==> src/rtl/reward_scheduler.sv <==
// reward_scheduler: arbitrates packet-pack triggers into single FBType requests.
// Define REWARD_TIMER_EN to build the shared MR/TS timeout timer.
module reward_scheduler #(
  parameter int WORD_WIDTH   = 16,
  parameter int MR_TIMEOUT   = 10,
  parameter int TS_TIMEOUT   = 10,
  parameter int MAX_INV_HOPS = 4
) (
  input  logic                  clk,
  input  logic                  nrst,
  input  logic                  en,
  input  logic                  pktValid,
  input  logic [2:0]            fPacketType,
  input  logic [WORD_WIDTH-1:0] fHopsFromCH,
  input  logic                  iAmDestination,
  input  logic                  role,
  input  logic                  chElected,
  input  logic                  sendData,
  input  logic                  hbClear,
  input  logic                  reward_done,
  output logic                  reward_en,
  output logic [3:0]            FBType,
  output logic                  hbLock,
  output logic                  busy,
  output logic [WORD_WIDTH-1:0] timeout
);

  localparam logic [1:0] S_IDLE  = 2'd0;
  localparam logic [1:0] S_ISSUE = 2'd1;
  localparam logic [1:0] S_WAIT  = 2'd2;

  logic [1:0] state;
  logic [6:0] pend;
  logic [6:0] pend_set;
  logic [6:0] pend_clr;
  logic [2:0] pick;
  logic [3:0] fb_q;
  logic       done_seen;
  logic       hb_trig;
  logic       inv_trig;
  logic       fin;
  logic       mr_exp;
  logic       ts_exp;

  assign hb_trig  = pktValid && (fPacketType == 3'b000) && !hbLock;
  assign inv_trig = pktValid && (fPacketType == 3'b010)
                 && (fHopsFromCH < WORD_WIDTH'(MAX_INV_HOPS));
  assign fin      = (state == S_WAIT) && (reward_done || done_seen);

`ifdef REWARD_TIMER_EN
  logic [WORD_WIDTH-1:0] tcnt;
  logic                  ttype;
  logic                  load_mr;
  logic                  load_ts;

  assign load_mr = inv_trig && !role;
  assign load_ts = fin && (fb_q == 4'd4);
  assign mr_exp  = en && (tcnt == WORD_WIDTH'(1)) && !ttype;
  assign ts_exp  = en && (tcnt == WORD_WIDTH'(1)) && ttype;
  assign timeout = tcnt;

  // A zero count means stopped; loads only land on a stopped timer.
  always_ff @(posedge clk or negedge nrst) begin
    if (!nrst) begin
      tcnt  <= '0;
      ttype <= 1'b0;
    end else if (tcnt == '0) begin
      if (load_mr) begin
        tcnt  <= WORD_WIDTH'(MR_TIMEOUT);
        ttype <= 1'b0;
      end else if (load_ts) begin
        tcnt  <= WORD_WIDTH'(TS_TIMEOUT);
        ttype <= 1'b1;
      end
    end else if (en) begin
      tcnt <= tcnt - WORD_WIDTH'(1);
    end
  end
`else
  logic unused_role;

  assign unused_role = role;
  assign mr_exp      = 1'b0;
  assign ts_exp      = 1'b0;
  assign timeout     = '0;
`endif

  assign pend_set = {
    sendData,
    ts_exp,
    chElected,
    pktValid && iAmDestination,
    mr_exp,
    inv_trig,
    hb_trig
  };

  always_comb begin
    pick = 3'd0;
    for (int i = 6; i >= 0; i--) begin
      if (pend[i]) pick = 3'(i);
    end
  end

  always_comb begin
    pend_clr = '0;
    if (state == S_IDLE && en && |pend) pend_clr[pick] = 1'b1;
  end

  always_ff @(posedge clk or negedge nrst) begin
    if (!nrst) begin
      pend   <= '0;
      hbLock <= 1'b0;
    end else begin
      pend <= (pend & ~pend_clr) | pend_set;
      if (hb_trig)      hbLock <= 1'b1;
      else if (hbClear) hbLock <= 1'b0;
    end
  end

  // A done seen during S_ISSUE is remembered so S_WAIT exits at once.
  always_ff @(posedge clk or negedge nrst) begin
    if (!nrst) begin
      state     <= S_IDLE;
      fb_q      <= 4'd0;
      done_seen <= 1'b0;
    end else begin
      case (state)
        S_IDLE: begin
          done_seen <= 1'b0;
          if (en && |pend) begin
            fb_q  <= {1'b0, pick};
            state <= S_ISSUE;
          end
        end
        S_ISSUE: begin
          done_seen <= reward_done;
          state     <= S_WAIT;
        end
        S_WAIT: begin
          if (fin) begin
            done_seen <= 1'b0;
            state     <= S_IDLE;
          end
        end
        default: state <= S_IDLE;
      endcase
    end
  end

  assign reward_en = (state == S_ISSUE);
  assign busy      = (state != S_IDLE);
  assign FBType    = fb_q;

endmodule

==> config.mk <==
export PLATFORM = sky130hd
export DESIGN_NAME = reward_scheduler
export DESIGN_NICKNAME = d
export VERILOG_FILES = /design/src/rtl/reward_scheduler.sv
export SDC_FILE = /design/constraint.sdc
export NUM_CORES = 1
export LEC_CHECK = 0
export ABC_CLOCK_PERIOD_IN_PS = 1300
export CORE_MARGIN = 10
export CORE_UTILIZATION = 31
export DETAILED_ROUTE_END_ITERATION = 8
export PLACE_DENSITY = 0.74
export SLEW_MARGIN = 5
export SYNTH_ARGS = -nofsm -noshare
export SYNTH_HDL_FRONTEND = slang
export SYNTH_SLANG_ARGS = --single-unit
==> constraint.sdc <==
create_clock -name clk -period 1.3 [get_ports clk]
set_input_delay 0.26 -clock clk [delete_from_list [all_inputs] [get_ports clk]]
set_output_delay 0.26 -clock clk [all_outputs]
set_load 0.05 [all_outputs]
==> impl_results.md <==
- Root Buffer: clkbuf_4
- Met1 Wirelength: between 800 and 900 µm
- Global-route wire length before repair: 3300 µm
- Final cell count without fillers: about 160
- N_diodes: 0
- Hpwl dp: 1680 µm
- RSZ-0062 raised after global routing: yes
- Post-synthesis cell count: 81
- Fin Hold WS: around 0.27 ns
- Pint: 1.39 mW
- Reg power frac: 0.287
- # nets final: between 150 and 200
- Max Fclk: between 600 and 700 MHz
- Die height: ~70 µm
- Synth async-reset ratio: 1.00
- Combinational share of power: 0.578
- Routed wl met3: about 230 µm
- Min-Delay Path Class: primary input to async pin
- # clock sinks: 14
- Num rows: 18
- Post-Synth Adder-Cell Area: 0
- Worst-skew pair later-pin latency: approximately 0.28 ns
- Final worst slack: -0.154 ns
- Yosys cell types: 32
- Simple-gate share of the synthesized area: 0.223
- Clk slew on worst S/H paths: about 0.09 ns
- Compound-Gate Fraction of Synth Area: 0.140
- Req. time, crit path: about 1.0 ns
- Core area: between 0.002 and 0.0025 mm²
- Failing checks: negative setup slack
- Die Wd: 70.3 µm
- Largest buffer count on any clock path: 2
- Syn Std Cell Area: slightly below 800 µm²
- Pwr Total: roughly 2.3 mW
- Crit path capture type: output port
- Worst Setup Start Kind: flop
- CP startpoint: state[1]$_DFFE_PN0P_
- Mux share of post-synthesis cell area: 0.0127
- DRC: 0
- Post-route minimum period: 1.45 ns
- Setup violators final: 4
- IO Pins: 52
- Port bufs: 31
- Post-route ant nets: 0
- Initial antenna violation count: 0
- Dpl ws: -0.415 ns
- Yosys warnings: 0
- Largest family of logic cells by synthesized area: simple AND/OR/NAND/NOR gates
- Clock power frac: 0.135
- Fraction of layout instances using a drive strength above 1: 0.272
- Worst EP arrival: around 1.2 ns
- Synth-to-layout area growth: 64.2%
- Synth Area per Inst: between 9 and 10 µm²
- # hold bufs at CTS: 0
- Met2 wire len: ~1000 µm
- Final hold violation count: 0
- Final Max Slew Viols: 0
- DR vias: approximately 720
- Max-cap check violation count: 0
- Post-DR wirelength/cell: approximately 14 µm
- Gr usage total: 0.0793
- Die area: 0.00495 mm²
- Placed cell count: ~150
- WS Path Type: flop to output port
- Worst ir drop on vdd: 1.30 mV
- NetSw: 0.950 mW
- #FFs+latches synth: 14
- H-tree depth: 1
- Reg2Reg Launch Point: state[1]$_DFFE_PN0P_
- Vias in the first global route: 786
- Static Leak: between 0.5 and 0.6 nW
- Initial core utilization: 0.320
- Tcrit/Tclk final: 1.12
- DR pass1 iterations: 4
- Post-DP Area: between 0.001 and 0.0015 mm²
- Most used DFF post-synth: dfrtp_1
- Vias/cell: roughly 4.6
- Post-Route WL: 2120 µm
- Total grt overflow: 0
- Cts bufs inserted: 3
- Sw Share: 0.406
- Most common cell after layout, fill and taps aside: clkdlybuf4s50_1
- Initial DRC Count: 4
- TritonCTS clock tree: yes
- Finished Cell Area: approximately 0.0013 mm²
- Most frequent cells in the layout: clkdlybuf4s50_1, conb_1, dfrtp_1
- Clock skew: roughly 0.0063 ns
- Pwr dens: 1810 mW/mm²
- Post-synth EDFFs: 0
- Sequential share of the synthesized area: 0.446
- Top Metal Used: met4
- GPL Wtd Cong: roughly 0.85
- Crit-path max FO: 3
- XOR/XNOR Fraction of Synth Area: 0
- Largest net degree at the start of global routing: 15
- Status: finished with violations
-- cells by family after synthesis --
| family | Yosys count |
|---|---|
| flip-flops | 14 |
| other | 1 |
| multiplexers | 1 |
| AO/OA/AOI/OAI | 16 |
| AND/OR/NAND/NOR | 30 |
| buffers and inverters | 19 |
-- cell usage after synthesis, types with 2 or more instances --
master | instances | area [µm²]
a21o_1 | 2 | 15.0
a21oi_1 | 3 | 15.0
buf_4 | 17 | 128
dfrtp_1 | 14 | 350
nand2_1 | 6 | 22.5
nor2_1 | 4 | 15.0
nor2b_1 | 2 | 12.5
nor3_1 | 3 | 15.0
nor3b_1 | 2 | 15.0
nor4_1 | 2 | 12.5
nor4b_1 | 2 | 17.5
o31ai_1 | 3 | 22.5
or2_2 | 2 | 12.5
-- area by class of cell --
type	instances	area [µm²]
inverters	1	3.75
flip-flops and latches	14	354
fillers	234	1160
clock buffers	4	36.3
repair buffers	42	455
multi-input cells	64	403
well taps	30	37.5
-- per-layer routing --
layer  vias to the layer above  global-route usage
met3                         5              0.0480
met4                         0              0.0373
met1                       333              0.0792
li1                        339                   -
met2                        41               0.128
met5                         -                   0
-- worst max-delay path, stage by stage (launching register included) --
cell and delay, ns:
dfrtp_1 0.40, buf_6 0.12, or2_4 0.24, buf_8 0.15
-- sequential cells by signal (all words and copies together) (netlist names) --
name / count
pend: 7
FBType: 3
state: 2
done_seen: 1
hbLock: 1
-- power by group through the flow --
stage | clock network [mW] | registers [mW] | logic [mW]
floorplan | 0 | 0.797 | 0.529
CTS | 0.320 | 0.657 | 1.28
detailed placement | 0 | 0.663 | 1.14
global placement | 0 | 0.656 | 1.12
global route | 0.350 | 0.682 | 1.42
finish | 0.316 | 0.671 | 1.35
-- timing repair --
action,in CTS,in global routing
gates cloned,0,0
buffers inserted,3,2
gates resized for setup,8,10
pin swaps,0,4
setup endpoints to repair,4,9
-- final timing paths --
path / depth (start not counted) / end / slack [ns]
setup / recovery: 3 / busy / -0.15
hold / removal: 2 / FBType[0]$_DFFE_PN0P_ / 0.27
setup reg to reg: 4 / FBType[0]$_DFFE_PN0P_ / -0.13
hold reg to reg: 1 / pend[6]$_DFF_PN0_ / 0.53
max in group asynchronous: 2 / pend[3]$_DFF_PN0_ / 0.84
min in group clk: 3 / pend[3]$_DFF_PN0_ / 0.51
-- per-stage QoR --
stage	util	TNS (ns)
after floorplan	-	-0.0447
after global placement	0.470	-1.90
after detailed placement	0.470	-2.10
after CTS	0.505	-0.447
after global routing	0.525	-0.780
final	0.525	-0.505
(Power assumes the default switching activity.)
